[src/rtl/alu_seq_pkg.sv]
// Shared types for the ALU sequencer: FSM states, datapath actions and display decode.
package alu_seq_pkg;

   typedef enum logic [2:0] {
      ST_WAIT_A, ST_WAIT_B, ST_WAIT_OP, ST_READY, ST_EXEC, ST_SHOW
   } state_t;

   typedef enum logic [1:0] {
      DISP_OPERANDS = 2'd0,
      DISP_DEC      = 2'd1,
      DISP_LED      = 2'd2
   } disp_mode_t;

   // One datapath action per cycle; the FSM picks it by pulse priority.
   typedef enum logic [3:0] {
      ACT_NONE, ACT_CLEAR, ACT_LOAD_A, ACT_LOAD_B, ACT_SET_OP,
      ACT_START, ACT_TICK, ACT_CAPTURE, ACT_CHAIN
   } act_t;

   localparam logic [3:0] STAT_DEC_HI = 4'b1000;
   localparam logic [3:0] STAT_DEC_LO = 4'b0100;
   localparam logic [3:0] STAT_LED_HI = 4'b0010;
   localparam logic [3:0] STAT_LED_LO = 4'b0001;

   function automatic disp_mode_t status_to_disp(input logic [3:0] status);
      disp_mode_t mode;
      mode = DISP_OPERANDS;
      if (status == STAT_DEC_HI || status == STAT_DEC_LO)
         mode = DISP_DEC;
      else if (status == STAT_LED_HI || status == STAT_LED_LO)
         mode = DISP_LED;
      return mode;
   endfunction

endpackage

[src/rtl/alu_sequencer_if.sv]
// Operator-panel and ALU-facing signals of the sequencer; master is the parent, slave the sequencer.
interface alu_sequencer_if #(parameter int W = 8);

   logic [W-1:0] sw;
   logic         load_pulse;
   logic         op_pulse;
   logic [3:0]   op_in;
   logic         exec_pulse;
   logic         clear_pulse;
   logic [W-1:0] alu_result;
   logic [3:0]   alu_status;

   logic [W-1:0] alu_a;
   logic [W-1:0] alu_b;
   logic [3:0]   alu_opcode;
   logic [W-1:0] result_q;
   logic [3:0]   status_q;
   logic [1:0]   disp_mode;
   logic         busy;
   logic         done;
   logic [7:0]   op_count;

   modport master (
      output sw, load_pulse, op_pulse, op_in, exec_pulse, clear_pulse, alu_result, alu_status,
      input  alu_a, alu_b, alu_opcode, result_q, status_q, disp_mode, busy, done, op_count
   );

   modport slave (
      input  sw, load_pulse, op_pulse, op_in, exec_pulse, clear_pulse, alu_result, alu_status,
      output alu_a, alu_b, alu_opcode, result_q, status_q, disp_mode, busy, done, op_count
   );

endinterface

[src/rtl/alu_sequencer.sv]
// Steps operand/opcode entry for an external ALU, holds its inputs SETTLE_CYCLES, then captures.
// Pulses are single-cycle; priority clear > exec > op > load, irrelevant pulses are dropped.
module alu_sequencer #(
   parameter int SETTLE_CYCLES = 2,
   parameter int W             = 8
) (
   input logic       clk,
   input logic       rst,
   alu_sequencer_if.slave bus
);
   import alu_seq_pkg::*;

   localparam logic [3:0] SETTLE_INIT = 4'(SETTLE_CYCLES - 1);

   state_t       state_q, state_d;
   act_t         act;
   logic [3:0]   settle_q;
   logic [W-1:0] a_q, b_q, result_r;
   logic [3:0]   opcode_q, status_r;
   logic         done_r;
   logic [7:0]   count_r;

   always_ff @(posedge clk or negedge rst) begin
      if (!rst) state_q <= ST_WAIT_A;
      else      state_q <= state_d;
   end

   always_comb begin
      state_d = state_q;
      act     = ACT_NONE;
      if (bus.clear_pulse) begin
         act     = ACT_CLEAR;
         state_d = ST_WAIT_A;
      end else begin
         case (state_q)
            ST_WAIT_A:  if (bus.load_pulse) begin act = ACT_LOAD_A; state_d = ST_WAIT_B;  end
            ST_WAIT_B:  if (bus.load_pulse) begin act = ACT_LOAD_B; state_d = ST_WAIT_OP; end
            ST_WAIT_OP: if (bus.op_pulse)   begin act = ACT_SET_OP; state_d = ST_READY;   end
            ST_READY: begin
               if (bus.exec_pulse) begin
                  act     = ACT_START;
                  state_d = ST_EXEC;
               end else if (bus.op_pulse) begin
                  act = ACT_SET_OP;
               end
            end
            ST_EXEC: begin
               if (settle_q == 4'd0) begin
                  act     = ACT_CAPTURE;
                  state_d = ST_SHOW;
               end else begin
                  act = ACT_TICK;
               end
            end
            ST_SHOW: begin
               if (bus.op_pulse) begin
                  act     = ACT_CHAIN;
                  state_d = ST_WAIT_B;
               end else if (bus.load_pulse) begin
                  act     = ACT_LOAD_A;
                  state_d = ST_WAIT_B;
               end
            end
            default: state_d = ST_WAIT_A;
         endcase
      end
   end

   always_ff @(posedge clk or negedge rst) begin
      if (!rst) begin
         a_q      <= '0;
         b_q      <= '0;
         opcode_q <= '0;
         result_r <= '0;
         status_r <= '0;
         settle_q <= '0;
         done_r   <= 1'b0;
         count_r  <= '0;
      end else begin
         done_r <= 1'b0;
         case (act)
            ACT_CLEAR: begin
               a_q      <= '0;
               b_q      <= '0;
               opcode_q <= '0;
               result_r <= '0;
               status_r <= '0;
               settle_q <= '0;
            end
            ACT_LOAD_A: a_q      <= bus.sw;
            ACT_LOAD_B: b_q      <= bus.sw;
            ACT_SET_OP: opcode_q <= bus.op_in;
            ACT_START:  settle_q <= SETTLE_INIT;
            ACT_TICK:   settle_q <= settle_q - 4'd1;
            ACT_CAPTURE: begin
               result_r <= bus.alu_result;
               status_r <= bus.alu_status;
               done_r   <= 1'b1;
               if (count_r != 8'hFF) count_r <= count_r + 8'd1;
            end
            ACT_CHAIN: begin
               a_q      <= result_r;
               opcode_q <= bus.op_in;
            end
            default: ;
         endcase
      end
   end

   assign bus.alu_a      = a_q;
   assign bus.alu_b      = b_q;
   assign bus.alu_opcode = opcode_q;
   assign bus.result_q   = result_r;
   assign bus.status_q   = status_r;
   assign bus.done       = done_r;
   assign bus.op_count   = count_r;
   assign bus.busy       = (state_q == ST_EXEC);
   assign bus.disp_mode  = (state_q == ST_SHOW) ? status_to_disp(status_r) : DISP_OPERANDS;

endmodule

[src/flat_wrapper.sv]
// flat-port wrapper written by rule: the top's interface ports become plain ports
module alu_sequencer_flat import alu_seq_pkg::*;
#(
   parameter int SETTLE_CYCLES = 2,
   parameter int W             = 8
)
  (clk, rst, bus_sw, bus_load_pulse, bus_op_pulse, bus_op_in, bus_exec_pulse, bus_clear_pulse, bus_alu_result, bus_alu_status, bus_alu_a, bus_alu_b, bus_alu_opcode, bus_result_q, bus_status_q, bus_disp_mode, bus_busy, bus_done, bus_op_count);
  alu_sequencer_if #(.W(W)) bus_i ();
  input logic clk;
  input logic rst;
  input wire logic [$bits(bus_i.sw)-1:0] bus_sw;
  input wire logic [$bits(bus_i.load_pulse)-1:0] bus_load_pulse;
  input wire logic [$bits(bus_i.op_pulse)-1:0] bus_op_pulse;
  input wire logic [$bits(bus_i.op_in)-1:0] bus_op_in;
  input wire logic [$bits(bus_i.exec_pulse)-1:0] bus_exec_pulse;
  input wire logic [$bits(bus_i.clear_pulse)-1:0] bus_clear_pulse;
  input wire logic [$bits(bus_i.alu_result)-1:0] bus_alu_result;
  input wire logic [$bits(bus_i.alu_status)-1:0] bus_alu_status;
  output wire logic [$bits(bus_i.alu_a)-1:0] bus_alu_a;
  output wire logic [$bits(bus_i.alu_b)-1:0] bus_alu_b;
  output wire logic [$bits(bus_i.alu_opcode)-1:0] bus_alu_opcode;
  output wire logic [$bits(bus_i.result_q)-1:0] bus_result_q;
  output wire logic [$bits(bus_i.status_q)-1:0] bus_status_q;
  output wire logic [$bits(bus_i.disp_mode)-1:0] bus_disp_mode;
  output wire logic [$bits(bus_i.busy)-1:0] bus_busy;
  output wire logic [$bits(bus_i.done)-1:0] bus_done;
  output wire logic [$bits(bus_i.op_count)-1:0] bus_op_count;
  assign bus_i.sw = bus_sw;
  assign bus_i.load_pulse = bus_load_pulse;
  assign bus_i.op_pulse = bus_op_pulse;
  assign bus_i.op_in = bus_op_in;
  assign bus_i.exec_pulse = bus_exec_pulse;
  assign bus_i.clear_pulse = bus_clear_pulse;
  assign bus_i.alu_result = bus_alu_result;
  assign bus_i.alu_status = bus_alu_status;
  assign bus_alu_a = bus_i.alu_a;
  assign bus_alu_b = bus_i.alu_b;
  assign bus_alu_opcode = bus_i.alu_opcode;
  assign bus_result_q = bus_i.result_q;
  assign bus_status_q = bus_i.status_q;
  assign bus_disp_mode = bus_i.disp_mode;
  assign bus_busy = bus_i.busy;
  assign bus_done = bus_i.done;
  assign bus_op_count = bus_i.op_count;
  alu_sequencer #(.SETTLE_CYCLES(SETTLE_CYCLES), .W(W)) u_core (.clk(clk), .rst(rst), .bus(bus_i));
endmodule
[config.mk]
export PLATFORM = sky130hd
export DESIGN_NAME = alu_sequencer_flat
export DESIGN_NICKNAME = d
export VERILOG_FILES = /design/src/rtl/alu_seq_pkg.sv /design/src/rtl/alu_sequencer_if.sv /design/src/rtl/alu_sequencer.sv /design/src/flat_wrapper.sv
export SDC_FILE = /design/constraint.sdc
export NUM_CORES = 1
export LEC_CHECK = 0
export CORE_UTILIZATION = 51
export DETAILED_ROUTE_END_ITERATION = 16
export GPL_ROUTABILITY_DRIVEN = 0
export PLACE_DENSITY = 0.85
export SLEW_MARGIN = 10
export SYNTH_ARGS = -nofsm -noshare
export SYNTH_HDL_FRONTEND = slang
export SYNTH_SLANG_ARGS = --single-unit
[constraint.sdc]
create_clock -name clk -period 5.2 [get_ports clk]
set_clock_uncertainty 0.2 [all_clocks]
set_input_delay 1.04 -clock clk [delete_from_list [all_inputs] [get_ports clk]]
set_output_delay 1.04 -clock clk [all_outputs]
set_load 0.03 [all_outputs]
### Word level (Yosys, flattened, before mapping)

Index checks and enable logic that the tools add are counted.
W data, S select, Z words.

* register bits after elaboration: 48
* input port bits: 30
* output and inout port bits: 44
* word-level logic and storage cells: 71

* add/sub/neg operators: 2
* equality and inequality tests: 22
* mux-type cells: 26
* reductions and logical operators: 12

Operators with widths (count)
* $pmux W8 S2: 2
* $mux W3: 8
* $pmux W4 S6: 1
* $pmux W8 S3: 1
* $eq A4 B3 Y1 const B: 5
* $pmux W3 S6: 1
* $pmux W4 S2: 2
* $eq A4 B2 Y1 const B: 3
* $mux W4: 3
* $pmux W4 S3: 1
* $mux W2: 5
* $ne A3 B3 Y1 const B: 3
* $add A8 B1 Y8 const B: 1
* $eq A4 B1 Y1 const B: 2
* $eq A4 B4 Y1 const B: 2
* $ne A8 B8 Y1 const B: 1
* $eq A3 B2 Y1 const B: 2
* $eq A3 B3 Y1 const B: 2
* $reduce_bool A2 Y1: 3
* $reduce_bool A3 Y1: 2
* $logic_not A4 Y1: 1
* $reduce_and A4 Y1: 1
* $sub A4 B1 Y4 const B: 1
* $eq A3 B1 Y1 const B: 1
* 6 further kinds: 8

### Depth between registers and ports, before layout

Gate-level depths: netlist of run 1.

* depth in word-level cells: 7
* mapped depth: 7
* gate-level depth less buffers: 6

### Least setup slack after synthesis of run 1

No wires, ideal clock.

* kind: reg2out
* start: register u_core.state_q[1]
* end: output bus_disp_mode[0]
* arrival time: 1.663 ns
* path slack: 2.297 ns
* cell stages (with the launch flop): 4
* path through: dfrtp_1 -> buf_6 -> nand3b_1 -> nor4_1

* cells in the longest elaborated chain, start to end: 2

RTL lines
* start, declared: RTL line alu_sequencer.sv:15 `state_t state_q, state_d;`
* start signal, assigned: RTL line alu_sequencer.sv:25 `else state_q <= state_d;`
* $eq A3 B3 Y1: RTL line alu_sequencer.sv:118 `assign bus.disp_mode = (state_q == ST_SHOW) ? status_to_disp(status_r) : DISP_OPERANDS;`
* $mux W2: RTL line alu_sequencer.sv:118
* end, declared: RTL line flat_wrapper.sv:24 `output wire logic [$bits(bus_i.disp_mode)-1:0] bus_disp_mode;`

No other way between the ends.

### Final worst setup path of run 1

* start: register u_core.state_q[0]
* end: output bus_disp_mode[0]

Same word-level chain as after synthesis.

==> results of run 1 <==
==> state kept, by name (all words and copies together) (netlist names) <==
register and count:
u_core.bus.done 1, u_core.bus.op_count 8, u_core.state_q 3, u_core.bus.alu_a 8, u_core.settle_q 4, u_core.bus.alu_b 8
u_core.bus.alu_opcode 4, u_core.bus.status_q 4, u_core.bus.result_q 8
==> worst max-delay path, delay by kind of cell, from the launching register on <==
kind	cells	cell delay, ns
buffers and inverters	1	0.74
DFF	1	0.60
and+or+nand+nor	2	0.55
==> layer usage <==
| metal | wire length [microns] | up-vias | global-route usage, % | part of all wire [%] |
|---|---|---|---|---|
| met1 | 2640 | 961 | 33.5 | 45 |
| met5 | 0 | - | 0 | 0 |
| met2 | 2870 | 81 | 38.7 | 49 |
| li1 | - | 964 | - | - |
| met4 | 44 | 0 | 5.88 | 0.75 |
| met3 | 331 | 4 | 4.86 | 5.6 |
==> cell usage in the layout, fill, tap and decap left out, drive strengths merged, types with 2 or more instances in the layout <==
master / instances
a21oi: 9
a22o: 12
and3: 4
and4: 2
clkbuf: 5
clkdlybuf4s50: 72
dfrtp: 48
ha: 3
inv: 23
mux2: 9
mux2i: 8
nand2: 22
nand2b: 2
nand3: 3
nand4: 2
nor2: 4
nor2b: 6
nor3: 6
nor3b: 4
nor4: 2
o211a: 2
o21ai: 12
o221ai: 8
o31ai: 2
or3b: 4
xnor2: 5
xor2: 2
==> per-stage QoR <==
stage	util, %	cells	worst slack (ns)	total power, mW
4_1_cts	71.0	365	1.75	1.10
5_1_grt	71.0	365	1.65	1.16
3_3_place_gp	69.0	359	1.72	0.843
3_5_place_dp	69.0	359	1.66	0.851
2_1_floorplan	-	228	2.30	0.714
6_report	71.0	365	1.78	1.10
==> report_power, final <==
| part | total (mW) | internal (mW) | switching (mW) |
|---|---|---|---|
| clock network | 0.252 | 0.138 | 0.114 |
| logic | 0.376 | 0.158 | 0.217 |
| registers | 0.469 | 0.418 | 0.0515 |
==> worst paths after layout <==
check                                    startpoint                  endpoint  slack (ns)
worst min-delay path            u_core.bus.alu_b[5]       u_core.bus.alu_b[5]        0.32
max in group asynchronous                       rst    u_core.bus.op_count[4]        3.45
worst max-delay path              u_core.state_q[0]          bus_disp_mode[0]        1.78
worst max register to register   u_core.settle_q[0]       u_core.bus.alu_b[0]        2.57
worst min register to register  u_core.bus.alu_b[5]       u_core.bus.alu_b[5]        0.32
min in group asynchronous                       rst  u_core.bus.alu_opcode[1]        0.72
==> area by class of cell <==
type	instances	area [sq um]
Fill cell	349	1370
Clock buffer	5	68.8
Sequential cell	48	1200
Multi-Input combinational cell	148	1160
Inverter	23	86.3
Timing Repair Buffer	73	726
Tap cell	67	83.8
Clock inverter	1	30.0
==> kinds of logic after synthesis <==
kind of cell | count (synthesis) | share of synthesized area, %
flip-flops | 48 | 48.1
multiplexers | 17 | 7.86
AND/OR/NAND/NOR | 65 | 16.0
adder cells (fa/ha/maj) | 3 | 1.50
XOR/XNOR | 7 | 2.45
buffers and inverters | 32 | 5.51
AO/OA/AOI/OAI | 56 | 18.6
==> results_dict.tcl, run 1 <==
set metrics [dict create \
    cts_hold_buf 0 \
    drtIter0Drc 126 \
    synthTopCellsByCount "dfrtp_1 (48), inv_1 (22), nand2_1 (22), a22o_1 (12), o21ai_0 (9)" \
    num_io_pins 74 \
    max_freq_mhz 293 \
    crit_type "reg -> out" \
    hp-class "reg -> reg" \
    grt_pass1_wl_mm 9.47 \
    drc 0 \
    grt_usage_pct 24.0 \
    fp.dieW_microns 72.0 \
    final_cell_area_sq_mm 0.00336 \
    clockBufferDepth 2 \
    post-route-min-period_ns 3.42 \
    ys_async_sr_fraction_pct 100 \
    globalRouteOverflowTotal 0 \
    maxCapViolations 0 \
    critical_path_required_ns 3.96 \
    ir_drop_v 0.000174 \
    status "complete, no violations" \
    core-area_sq_mm 0.00472 \
    grt_max_degree 49 \
    post_cts_resized 0 \
    fp.dieH_microns 72.0 \
    p_per_area_mw_per_mm2 327 \
    cp_cell_sequence "nand3b_1 -> nor4_1 -> clkdlybuf4s50_1" \
    timing.critical_path.to_type "output port" \
    whs_ns 0.317 \
    leakagePower_nw 1.43 \
    clk_latency_ns 0.29 \
    avgViaCountPerCell 5.51 \
    syn_inst 228 \
    io_buffers 73 \
    hpwl_mm 4.20 \
    cts_setup_buffers 0 \
    max_stage_delay_ns 0.74 \
    yosysWarningCount 0 \
    finalHoldViolations 0 \
    maxSlewViolCount 0 \
    synth_cell_type_count 58 \
    yosys-top-cells-area "dfrtp_1 (48%), a22o_1 (4.2%), inv_1 (3.3%), nand2_1 (3.3%), mux2i_1 (3.2%)" \
    postRouteAntennaNets 0 \
    start_util_pct 52.9 \
    synth_top_area_share_pct 48.1 \
    synthMostInstantiatedCell "dfrtp_1" \
    n_antenna_cell 0 \
    first_global_vias 1862 \
    rsz0062_at_grt "false" \
    synth_top_cell_by_area "dfrtp_1" \
    num_rows 25 \
    routed-via-count 2010 \
    fin_tns_setup_ns 0 \
    synth_flop_cell "dfrtp_1" \
    htreeDepth 2 \
    num-nets-final 332 \
    synth_seq_area_share_pct 48.1 \
    whs_path_depth 2 \
    die_area_sq_mm 0.00518 \
    drive_gt1_share_pct 8.72 \
    finalSetupViolations 0 \
    placed_cell_area_sq_mm 0.00326 \
    worstPathArrival_ns 2.18 \
    ys_seq_elements 48 \
    cts_root_buffer "clkbuf_8" \
    cts_tree "done" \
    start_kind "register" \
    reg2reg_depth 6 \
    first_pass_iters 4 \
    syn_to_final_growth_pct 34.3 \
    period_share_pct 65.7 \
    synth_nets 261 \
    worst-path-max-fanout 15 \
    clock-sinks 48 \
    syn_area_per_cell_sq_um 11.0 \
    synthesis.area_sq_mm 0.00250 \
    slew_headroom_pct 29.3 \
    routed_wl_mm 5.88 \
    crit_slowest_cell "clkdlybuf4s50_1" \
    path_clk_slew_ns 0.08 \
    numCtsBuffers 5 \
    synth-edff-count 0 \
    avgRoutedWirePerCell_microns 16.1 \
    worstMarginPinSlew_ns 1.06 \
    antenna_found_initial 0 \
]
(Power assumes the default switching activity.)
==> run 2: changes to the inputs <==
--- a/config.mk
+++ b/config.mk
@@ -5,10 +5,10 @@
 export SDC_FILE = /design/constraint.sdc
 export NUM_CORES = 1
 export LEC_CHECK = 0
-export CORE_UTILIZATION = 51
+export CORE_UTILIZATION = 43
 export DETAILED_ROUTE_END_ITERATION = 16
 export GPL_ROUTABILITY_DRIVEN = 0
-export PLACE_DENSITY = 0.85
+export PLACE_DENSITY = 0.77
 export SLEW_MARGIN = 10
 export SYNTH_ARGS = -nofsm -noshare
 export SYNTH_HDL_FRONTEND = slang
==> constraint.sdc (replaced) <==
create_clock -name clk -period 2.99 [get_ports clk]
set_clock_uncertainty 0.2 [all_clocks]
set_input_delay 0.598 -clock clk [delete_from_list [all_inputs] [get_ports clk]]
set_output_delay 0.598 -clock clk [all_outputs]
set_load 0.03 [all_outputs]
==> run 2 against run 1 <==
  * Power increased by 74%
  * Final cell count is 4.9% higher
  * Core utilization fell by 9.0 points
  * Flip-flop and latch count unchanged
  * Hold slack got worse by 0.26 ns
  * Register-to-register slack lost 1.9 ns
  * Global-route usage fell by 2.6 points
==> results_dict.tcl, run 2 (synthesis results as in run 1) <==
set metrics [dict create \
    finalPower_mw 1.91 \
    cts_hold_buf 0 \
    globalRouteOverflowTotal 0 \
    path_clk_slew_ns 0.09 \
    fp.dieH_microns 78.2 \
    numCtsBuffers 5 \
    die_area_sq_mm 0.00612 \
    fin_tns_setup_ns 0 \
    slew_headroom_pct 66.2 \
    clk_latency_ns 0.30 \
    rsz0062_at_grt "false" \
    syn_to_final_growth_pct 37.7 \
    core-area_sq_mm 0.00554 \
    cp-startpoint "u_core.state_q[2]" \
    start_kind "register" \
    grt_max_degree 29 \
    finalSetupViolations 0 \
    post-route-min-period_ns 2.75 \
    clockBufferDepth 2 \
    final_cell_area_sq_mm 0.00344 \
    timing.critical_path.to_type "output port" \
    postRouteAntennaNets 0 \
    grt_pass1_wl_mm 10.2 \
    period_share_pct 92.1 \
    avgViaCountPerCell 5.39 \
    num-nets-final 343 \
    fin_cells 383 \
    pre_cts_ws_ns 0.156 \
    start_util_pct 45.1 \
    r2r-start "u_core.settle_q[0]" \
    io_buffers 73 \
    final_common_cell "clkdlybuf4s50_1" \
    cts_tree "done" \
    critPathTopFamily "buffers and inverters" \
    cp_cell_sequence "or3b_1 -> inv_2 -> clkdlybuf4s50_1" \
    maxSlewViolCount 0 \
    num_rows 27 \
    crit_buf_inv 2 \
    clock-sinks 48 \
    num_io_pins 74 \
    finalHoldViolations 0 \
    max_freq_mhz 363 \
    ir_drop_v 0.000337 \
    drc 0 \
    critical_path_required_ns 2.19 \
    maxCapViolations 0 \
    hpwl_mm 4.51 \
    worstMarginPinSlew_ns 0.507 \
    final_core_util_pct 62.1 \
    antenna_found_initial 0 \
    p_per_area_mw_per_mm2 556 \
    worstPathArrival_ns 1.96 \
    fp.dieW_microns 78.2 \
    layout_common_cells "clkdlybuf4s50_1 (72), dfrtp_1 (48), inv_1 (22), nand2_1 (22), a22o_1 (12)" \
    n_antenna_cell 0 \
    routed-via-count 2066 \
    placed_cell_area_sq_mm 0.00335 \
    hp-class "in -> async" \
    grt_usage_pct 21.4 \
    max_stage_delay_ns 0.68 \
    drtIter0Drc 117 \
    cts_setup_buffers 0 \
    whs_ns 0.0537 \
    crit_type "reg -> out" \
    crit_slowest_cell "clkdlybuf4s50_1" \
    cts_root_buffer "clkbuf_8" \
    status "complete, no violations" \
    finalWorstSetupSlack_ns 0.237 \
    avgRoutedWirePerCell_microns 15.7 \
    first_global_vias 2055 \
    dp.cells 375 \
    drive_gt1_share_pct 12.2 \
    worst-path-max-fanout 5 \
    post_cts_resized 0 \
    htreeDepth 2 \
    first_pass_iters 4 \
    leakagePower_nw 1.48 \
    routed_wl_mm 6.03 \
]
[run 2: report_power, final]
part           switching, mW  leakage, nW  internal [mW]  total (mW)
sequential            0.0722        0.658          0.726       0.799
combinational          0.404        0.781          0.308       0.711
clock                  0.213       0.0445          0.188       0.402
total                  0.689         1.48           1.22        1.91
[run 2: layer usage]
layer / GRT usage, % / wire (microns) / vias up
li1: - / - / 989
met1: 29.1 / 2760 / 1016
met2: 35.8 / 2960 / 57
met3: 3.72 / 271 / 4
met4: 4.44 / 38 / 0
met5: 0 / 0 / -
[run 2: path summary, 6_finish.rpt]
path | cells past startpoint | endpoint | slack (ns)
max | 3 | bus_busy | 0.24
min | 1 | u_core.bus.op_count[2] | 0.05
max reg2reg | 6 | u_core.bus.op_count[6] | 0.70
min reg2reg | 2 | u_core.bus.alu_b[7] | 0.32
max in group asynchronous | 2 | u_core.bus.op_count[4] | 1.78
min in group clk | 2 | u_core.bus.alu_b[7] | 0.32
[run 2: layout make-up]
| cell class | instances | area [sq um] |
|---|---|---|
| Clock buffer | 7 | 86.3 |
| Timing Repair Buffer | 84 | 808 |
| Fill cell | 486 | 2100 |
| Multi-Input combinational cell | 148 | 1160 |
| Tap cell | 72 | 90.1 |
| Sequential cell | 48 | 1200 |
| Clock inverter | 1 | 7.51 |
| Inverter | 23 | 86.3 |
==> run 3: changes to the inputs <==
--- a/config.mk
+++ b/config.mk
@@ -5,6 +5,7 @@
 export SDC_FILE = /design/constraint.sdc
 export NUM_CORES = 1
 export LEC_CHECK = 0
+export CORE_ASPECT_RATIO = 0.5
 export CORE_UTILIZATION = 43
 export DETAILED_ROUTE_END_ITERATION = 16
 export GPL_ROUTABILITY_DRIVEN = 0
==> run 3 against run 2 <==
  * Sequential power up 2%
  * Global-route usage down 0.99 points
  * Via count down 2.4%
  * Hold slack better by 0.017 ns
  * Power up 7.4%
  * Sequential share of layout area down 0.20 points
  * Critical path type unchanged
==> results_dict.tcl, run 3 (synthesis results as in run 1) <==
set metrics [dict create \
    status "complete, no violations" \
    grt_max_degree 28 \
    clock-sinks 48 \
    rsz0062_at_grt "false" \
    antenna_found_initial 0 \
    avgViaCountPerCell 5.32 \
    start_kind "register" \
    syn_to_final_growth_pct 38.6 \
    grt_usage_pct 20.4 \
    grtUsageMet2_pct 33.8 \
    maxSlewViolCount 0 \
    routed-via-count 2017 \
    io_buffers 73 \
    finalSetupViolations 0 \
    cts_hold_buf 0 \
    grt_busiest_layer "met2" \
    placed_cell_area_sq_mm 0.00331 \
    drc 0 \
    final_common_cell "clkdlybuf4s50_1" \
    met1_usage_pct 27.3 \
    path_clk_slew_ns 0.06 \
    critical_path_required_ns 2.19 \
    max_freq_mhz 349 \
    start_util_pct 45.1 \
    worstPathArrival_ns 2.07 \
    num_rows 19 \
    drive_gt1_share_pct 11.4 \
    num-nets-final 338 \
    num_io_pins 74 \
    worst-path-max-fanout 12 \
    maxCapViolations 0 \
    hp-class "in -> async" \
    clockBufferDepth 2 \
    ir_drop_v 0.000285 \
    finalHoldViolations 0 \
    n_antenna_cell 0 \
    avgRoutedWirePerCell_microns 15.3 \
    fin_tns_setup_ns 0 \
    htreeDepth 2 \
    hpwl_mm 4.43 \
    first_global_vias 1953 \
    drtIter0Drc 93 \
    clk_latency_ns 0.29 \
    routed_wl_mm 5.81 \
    cts_tree "done" \
    fp.dieW_microns 110 \
    slew_headroom_pct 58.6 \
    numCtsBuffers 5 \
    period_share_pct 95.8 \
    cts_root_buffer "clkbuf_16" \
    core-area_sq_mm 0.00554 \
    fp.dieH_microns 55.9 \
    layout_common_cells "clkdlybuf4s50_1 (72), dfrtp_1 (47), inv_1 (22), nand2_1 (22), a22o_1 (12)" \
    reg2reg_depth 6 \
    worstMarginPinSlew_ns 0.620 \
    post-route-min-period_ns 2.86 \
    met3_usage_pct 3.86 \
    die_area_sq_mm 0.00614 \
    cts_setup_buffers 0 \
    leakagePower_nw 1.49 \
    grt_pass1_wl_mm 9.52 \
    crit_type "reg -> out" \
    final_cell_area_sq_mm 0.00346 \
    postRouteAntennaNets 0 \
    timing.critical_path.to_type "output port" \
    globalRouteOverflowTotal 0 \
    first_pass_iters 5 \
    p_per_area_mw_per_mm2 593 \
]
run 3: what timing repair did:
item | 4_1_cts | 5_1_grt
endpoints found under the hold margin | 0 | 0
setup endpoints to repair | 0 | 2
resized for setup | 0 | 1
run 3: routing by layer:
metal	up-vias	share of wire (%)
li1	976	-
met1	985	48
met2	48	47
met3	8	3.8
met4	0	1.2
met5	-	0
run 3: stage by stage:
step / std cells / hold WS [ns] / setup WS, ns / util [%] / power (mW)
2_1_floorplan: 228 / 0.102 / 0.529 / - / 1.24
3_3_place_gp: 371 / 0.305 / 0.294 / 59.7 / 1.47
3_5_place_dp: 371 / 0.311 / 0.238 / 59.7 / 1.49
4_1_cts: 379 / 0.0829 / 0.103 / 62.5 / 2.07
5_1_grt: 379 / 0.108 / 0.0284 / 62.5 / 2.15
6_report: 379 / 0.0711 / 0.125 / 62.5 / 2.05
run 3: area by class of cell:
| class | count | area (sq um) |
|---|---|---|
| clock buffer | 6 | 139 |
| fill | 438 | 2080 |
| inverter | 23 | 86.3 |
| multi-input combinational | 148 | 1160 |
| clock inverter | 2 | 13.8 |
| timing repair buffer | 79 | 771 |
| tap | 73 | 91.3 |
| sequential | 48 | 1200 |
run 3: final timing paths:
check | slack (ns) | end | startpoint
hold / removal | 0.07 | u_core.bus.alu_b[3] | rst
setup reg to reg | 0.49 | u_core.bus.alu_b[3] | u_core.settle_q[0]
max in group asynchronous | 1.79 | u_core.settle_q[1] | rst
hold reg to reg | 0.32 | u_core.bus.alu_b[5] | u_core.bus.alu_b[5]
setup / recovery | 0.13 | bus_busy | u_core.state_q[1]
min in group clk | 0.32 | u_core.bus.alu_b[5] | u_core.bus.alu_b[5]
run 3: critical path, stage by stage, from the launching register on:
cell and delay [ns]:
dfrtp_1 0.50, or3b_1 0.47, inv_2 0.13, clkdlybuf4s50_1 0.68
run 3: power by group:
part	switching (mW)	leakage, nW	internal [mW]	total, mW
Sequential	0.0862	0.657	0.728	0.814
Clock	0.238	0.0772	0.334	0.572
Combinational	0.384	0.755	0.282	0.666
Total	0.709	1.49	1.34	2.05
